$ cat src/rtl/rgb_fade_scheduler.sv
// Three-channel level scheduler for the RGB mixer: captures target levels and
// either jumps to them or fades one LSB per round via a shared round-robin step engine.
module rgb_fade_scheduler #(
  parameter int unsigned WIDTH    = 8,
  parameter int unsigned TICK_DIV = 256
) (
  input  logic             clk,
  input  logic             reset,
  input  logic [WIDTH-1:0] target0,
  input  logic [WIDTH-1:0] target1,
  input  logic [WIDTH-1:0] target2,
  input  logic             fade_en,
  input  logic             load_valid,
  output logic             load_ready,
  output logic [WIDTH-1:0] level0,
  output logic [WIDTH-1:0] level1,
  output logic [WIDTH-1:0] level2,
  output logic             busy,
  output logic             done
);

  localparam int unsigned CNT_W = (TICK_DIV > 1) ? $clog2(TICK_DIV) : 1;
  localparam logic [CNT_W-1:0] CNT_LAST = CNT_W'(TICK_DIV - 1);

  typedef enum logic [2:0] {
    IDLE      = 3'd0,
    WAIT_TICK = 3'd1,
    STEP0     = 3'd2,
    STEP1     = 3'd3,
    STEP2     = 3'd4
  } state_t;

  state_t           state;
  logic [CNT_W-1:0] cnt;
  logic [WIDTH-1:0] tgt0, tgt1, tgt2;

  // One LSB toward the target; never wraps because it stops on equality.
  function automatic logic [WIDTH-1:0] step_toward(input logic [WIDTH-1:0] lvl,
                                                   input logic [WIDTH-1:0] tgt);
    if (lvl < tgt)      return lvl + WIDTH'(1);
    else if (lvl > tgt) return lvl - WIDTH'(1);
    else                return lvl;
  endfunction

  logic             accept;
  logic             targets_match;
  logic [WIDTH-1:0] next_level2;

  assign load_ready    = (state == IDLE) || (state == WAIT_TICK);
  assign busy          = (state != IDLE);
  assign accept        = load_valid && load_ready;
  assign targets_match = (target0 == level0) && (target1 == level1) && (target2 == level2);
  assign next_level2   = step_toward(level2, tgt2);

  always_ff @(posedge clk) begin
    if (!reset) begin
      state  <= IDLE;
      cnt    <= '0;
      tgt0   <= '0;
      tgt1   <= '0;
      tgt2   <= '0;
      level0 <= '0;
      level1 <= '0;
      level2 <= '0;
      done   <= 1'b0;
    end else begin
      done <= 1'b0;
      case (state)
        IDLE, WAIT_TICK: begin
          if (state == WAIT_TICK) begin
            if (cnt == CNT_LAST) begin
              cnt   <= '0;
              state <= STEP0;
            end else begin
              cnt <= cnt + CNT_W'(1);
            end
          end
          // A load overrides the tick advance above, except a mid-fade retarget.
          if (accept) begin
            tgt0 <= target0;
            tgt1 <= target1;
            tgt2 <= target2;
            if (!fade_en) begin
              level0 <= target0;
              level1 <= target1;
              level2 <= target2;
              state  <= IDLE;
              cnt    <= '0;
            end else if (targets_match) begin
              state <= IDLE;
              cnt   <= '0;
            end else if (state == IDLE) begin
              state <= WAIT_TICK;
              cnt   <= '0;
            end
          end
        end
        STEP0: begin
          level0 <= step_toward(level0, tgt0);
          state  <= STEP1;
        end
        STEP1: begin
          level1 <= step_toward(level1, tgt1);
          state  <= STEP2;
        end
        STEP2: begin
          level2 <= next_level2;
          if ((level0 != tgt0) || (level1 != tgt1) || (next_level2 != tgt2)) begin
            state <= WAIT_TICK;
            cnt   <= '0;
          end else begin
            state <= IDLE;
            done  <= 1'b1;
          end
        end
        default: begin
          state <= IDLE;
          cnt   <= '0;
        end
      endcase
    end
  end

endmodule
$ cat config.mk
export PLATFORM = sky130hd
export DESIGN_NAME = rgb_fade_scheduler
export DESIGN_NICKNAME = d
export VERILOG_FILES = /design/src/rtl/rgb_fade_scheduler.sv
export SDC_FILE = /design/constraint.sdc
export NUM_CORES = 1
export LEC_CHECK = 0
export CAP_MARGIN = 20
export CORE_MARGIN = 5
export CORE_UTILIZATION = 55
export DETAILED_ROUTE_END_ITERATION = 12
export PLACE_DENSITY = 0.79
export SLEW_MARGIN = 15
export SYNTH_ARGS = -nofsm -noshare
export SYNTH_HDL_FRONTEND = slang
export SYNTH_SLANG_ARGS = --single-unit
$ cat constraint.sdc
create_clock -name clk -period 6.7 [get_ports clk]
set_input_delay 1.34 -clock clk [delete_from_list [all_inputs] [get_ports clk]]
set_output_delay 1.34 -clock clk [all_outputs]
set_load 0.02 [all_outputs]
==> summary.md <==
| Metric | Value |
|---|---|
| Internal power | 738 µW |
| Setup Fix Bufs, Post-CTS | 0 |
| Fmax | 248 MHz |
| Register area share after synthesis | 0.258 |
| Sw Share | 0.339 |
| Slew @ Worst Pin | 1.07 ns |
| Hold Startpoint | tgt1[1] |
| DP HPWL | ~9600 µm |
| Worst Setup Start Kind | flop |
| RSZ-0062 raised after global routing | false |
| Routed length per placed instance | approximately 17 µm |
| Crit path DAT | ~4.3 ns |
| Pwr Density | roughly 200 mW/mm² |
| Area delta synth->final | 17.2% |
| Cells after synthesis | about 610 |
| Remaining Overflow, GRT | 0 |
| Antenna-violating nets left | 0 |
| Inserted Clock Buffers | 9 |
| Vias/cell | between 5 and 6 |
| CP max FO | 8 |
| # DRC | 0 |
| Sw Pwr | between 300 and 400 µW |
| Drt first pass iters | 5 |
| Gr usage total | 0.257 |
| Flop pwr share | 0.357 |
| WS Path Type | reg -> reg |
| Tmin final | between 4 and 5 ns |
| Clock Skew | between 0.01 and 0.015 ns |
| Leak | 2.21 nW |
| Slew HR | 0.284 |
| Core Area | slightly above 0.008 mm² |
| Drt total wl | 12900 µm |
| Share of cells above drive strength 1 | 0.0536 |
| Full die area | between 0.01 and 0.015 mm² |
| Yosys warns | 0 |
| Final Net Count | approximately 700 |
| Reg clk slew, reported paths | 0.07 ns |
| Vias in the first global route | 4483 |
| # IOs | between 50 and 60 |
| Hold-fix buffers, CTS | 0 |
| H-tree depth | 3 |
| Origin of the critical flop-to-flop path | level0[1] |
| Critical Path Sink Type | flop |
| CTS tree | yes |
| Syn Nets | around 680 |
| Comb pwr share | 0.306 |
| Largest net degree at the start of global routing | 30 |
| Main synth FF type | dfxtp_1 |
| Clk sinks | 60 |
| Die extent in y | around 100 µm |
| Max-Cap Viols | 0 |
| Clk buf depth | 2 |
| Vias | roughly 4500 |
| Clock network power share | 0.338 |
| Post-synth EDFFs | 0 |
| Largest vdd supply drop | approximately 0.00011 V |
| Initial drt markers | between 300 and 400 |
| DP Cell Count | 742 |
| Clock Root Buffer | clkbuf_8 |
| Post-synth cell types | 64 |
| # diodes | 0 |
| First-pass GRT wire length | approximately 21000 µm |
| Hold crit path type | reg -> reg |
| Die X | between 100 and 150 µm |
| Rows | 33 |
| Placer Congestion | around 0.94 |
| Worst Hold End | tgt1[1] |
| Yosys reg bits | 60 |
| Fin. Hold Viols | 0 |
| Slew Limit Fails | 0 |
| Critical R2R Capture | level0[7] |
| Status | completed |
| R2r worst-path depth | 15 |
| Mapped Area | about 0.0047 mm² |
| Setup tns final | 0 ns |
| Post-CTS sizing | 0 |
| Initial Utilization | 0.566 |
| Non-filler cells, final | around 760 |
| Final period util | 0.603 |
| WHS Path Cells | 2 |
| Later-pin clock latency in the skew report | around 0.35 ns |
| Fraction of registers with async set/reset | 0 |
| Mean area per synthesized cell | approximately 7.7 µm² |
| # setup viols final | 0 |
| Port buffer count | 54 |
| Initial antenna violation count | 0 |
| R2r setup slk | 2.66 ns |
| WP data required | roughly 6.9 ns |
==> logic make-up after synthesis <==
kind of cell               count (synthesis)  share of synthesized area
AOI/OAI and AO/OA                        167                      0.246
muxes                                      4                    0.00860
adders and majority gates                 41                      0.113
xor gates and xnor gates                  46                     0.0866
DFF                                       60                      0.258
and+or+nand+nor                          222                      0.230
buffers and inverters                     68                     0.0567
==> how the worst max path moves through the flow <==
stage	startpoint	end
2_1_floorplan	level0[1]	level0[7]
3_3_place_gp	load_valid	level0[0]
3_5_place_dp	load_valid	level0[0]
4_1_cts	level0[1]	level0[7]
5_1_grt	level0[1]	level0[7]
6_report	level0[1]	level0[7]
==> power by group through the flow <==
stage / clock [mW] / combinational [mW] / sequential (mW)
2_1_floorplan: 0 / 0.238 / 0.406
3_3_place_gp: 0 / 0.325 / 0.405
3_5_place_dp: 0 / 0.337 / 0.406
4_1_cts: 0.378 / 0.339 / 0.398
5_1_grt: 0.392 / 0.378 / 0.401
6_report: 0.377 / 0.341 / 0.398
==> metrics by stage <==
step	hold WS, ns	setup WS [ns]	utilization	cell area (µm²)	power (mW)
finish	0.456	2.66	0.664	5460	1.12
global route	0.484	2.50	0.664	5460	1.17
floorplan	0.436	3.09	-	4650	0.644
global placement	0.443	2.59	0.637	5230	0.730
detailed placement	0.449	2.46	0.637	5230	0.742
CTS	0.459	2.66	0.664	5460	1.12
==> Yosys cell counts (all sizes together), types with 3 or more instances <==
| library cell | instances | area share |
|---|---|---|
| a221oi | 4 | 0.0089 |
| nand3 | 15 | 0.016 |
| nand2 | 91 | 0.073 |
| a21oi | 59 | 0.065 |
| or2 | 4 | 0.0054 |
| a311oi | 6 | 0.011 |
| clkbuf | 25 | 0.020 |
| inv | 41 | 0.033 |
| o21a | 5 | 0.0081 |
| o21ai | 26 | 0.028 |
| a31oi | 4 | 0.0067 |
| nand4 | 16 | 0.026 |
| nor4 | 8 | 0.011 |
| o211a | 5 | 0.011 |
| a211oi | 12 | 0.022 |
| a22oi | 3 | 0.0048 |
| o211ai | 5 | 0.0091 |
| nor2b | 8 | 0.011 |
| o21bai | 3 | 0.0048 |
| xnor2 | 22 | 0.041 |
| a21o | 9 | 0.015 |
| dfxtp | 60 | 0.26 |
| or3 | 7 | 0.010 |
| a41oi | 4 | 0.0075 |
| mux2i | 4 | 0.0086 |
| nor3 | 13 | 0.014 |
| xor2 | 24 | 0.045 |
| nand2b | 7 | 0.0094 |
| and2 | 3 | 0.0040 |
| nor2 | 36 | 0.029 |
| a2111oi | 4 | 0.012 |
| o31ai | 4 | 0.0065 |
| ha | 39 | 0.10 |
| and3 | 9 | 0.012 |
==> sequential cells by signal (all words and copies together), names as in the netlist <==
signal / count
done: 1
tgt0: 8
level0: 8
level1: 8
tgt2: 8
cnt: 8
level2: 8
tgt1: 8
state: 3
==> metal layers <==
| layer | up-vias | global-route usage | part of all wire |
|---|---|---|---|
| met5 | - | 0 | 0 |
| met4 | 0 | 0.0989 | 0.019 |
| met3 | 22 | 0.0348 | 0.063 |
| met2 | 146 | 0.426 | 0.48 |
| met1 | 2114 | 0.338 | 0.44 |
| li1 | 2265 | - | - |
==> worst max-delay path, cell delays in order, from the launching register on <==
cell and delay, ns:
dfxtp_1 0.49, ha_1 0.31, nor2b_1 0.15, o21a_1 0.16
o21ai_0 0.23, a21oi_1 0.10, nand2b_1 0.34, ha_1 0.38
a21o_1 0.17, a21oi_1 0.22, o21bai_1 0.13, a2111oi_0 0.47
nor3_1 0.15, xnor2_1 0.17, and3_1 0.20, o31a_1 0.29
==> area by class of cell <==
type | instances | area [µm²]
clock buffers | 10 | 138
clock inverters | 6 | 87.6
fillers | 704 | 2760
inverters | 41 | 154
multi-input cells | 480 | 3190
flip-flops and latches | 60 | 1200
well taps | 105 | 131
repair buffers | 56 | 556
==> placed cells by master (no fill, tap or decap), types with 4 or more instances in the layout <==
| cell | netlist | final |
|---|---|---|
| nor4_1 | 8 | 8 |
| a211oi_1 | 10 | 10 |
| o21a_1 | 5 | 5 |
| inv_1 | 41 | 41 |
| clkdlybuf4s50_1 | 0 | 54 |
| nand2_1 | 91 | 91 |
| a41oi_1 | 4 | 4 |
| dfxtp_1 | 60 | 60 |
| o31ai_1 | 4 | 4 |
| xnor2_1 | 22 | 22 |
| xor2_1 | 24 | 24 |
| o211a_1 | 5 | 5 |
| a311oi_1 | 6 | 6 |
| a21oi_1 | 57 | 57 |
| nand3_1 | 15 | 15 |
| nand2b_1 | 7 | 7 |
| nor3_1 | 13 | 13 |
| mux2i_1 | 4 | 4 |
| nand4_1 | 14 | 14 |
| o21ai_0 | 23 | 23 |
| or3_1 | 6 | 6 |
| clkbuf_8 | 0 | 10 |
| a21o_1 | 9 | 9 |
| o211ai_1 | 4 | 4 |
| nor2b_1 | 8 | 8 |
| nor2_1 | 36 | 36 |
| and3_1 | 9 | 9 |
| ha_1 | 39 | 39 |
Power figures use the tool's default switching activity.
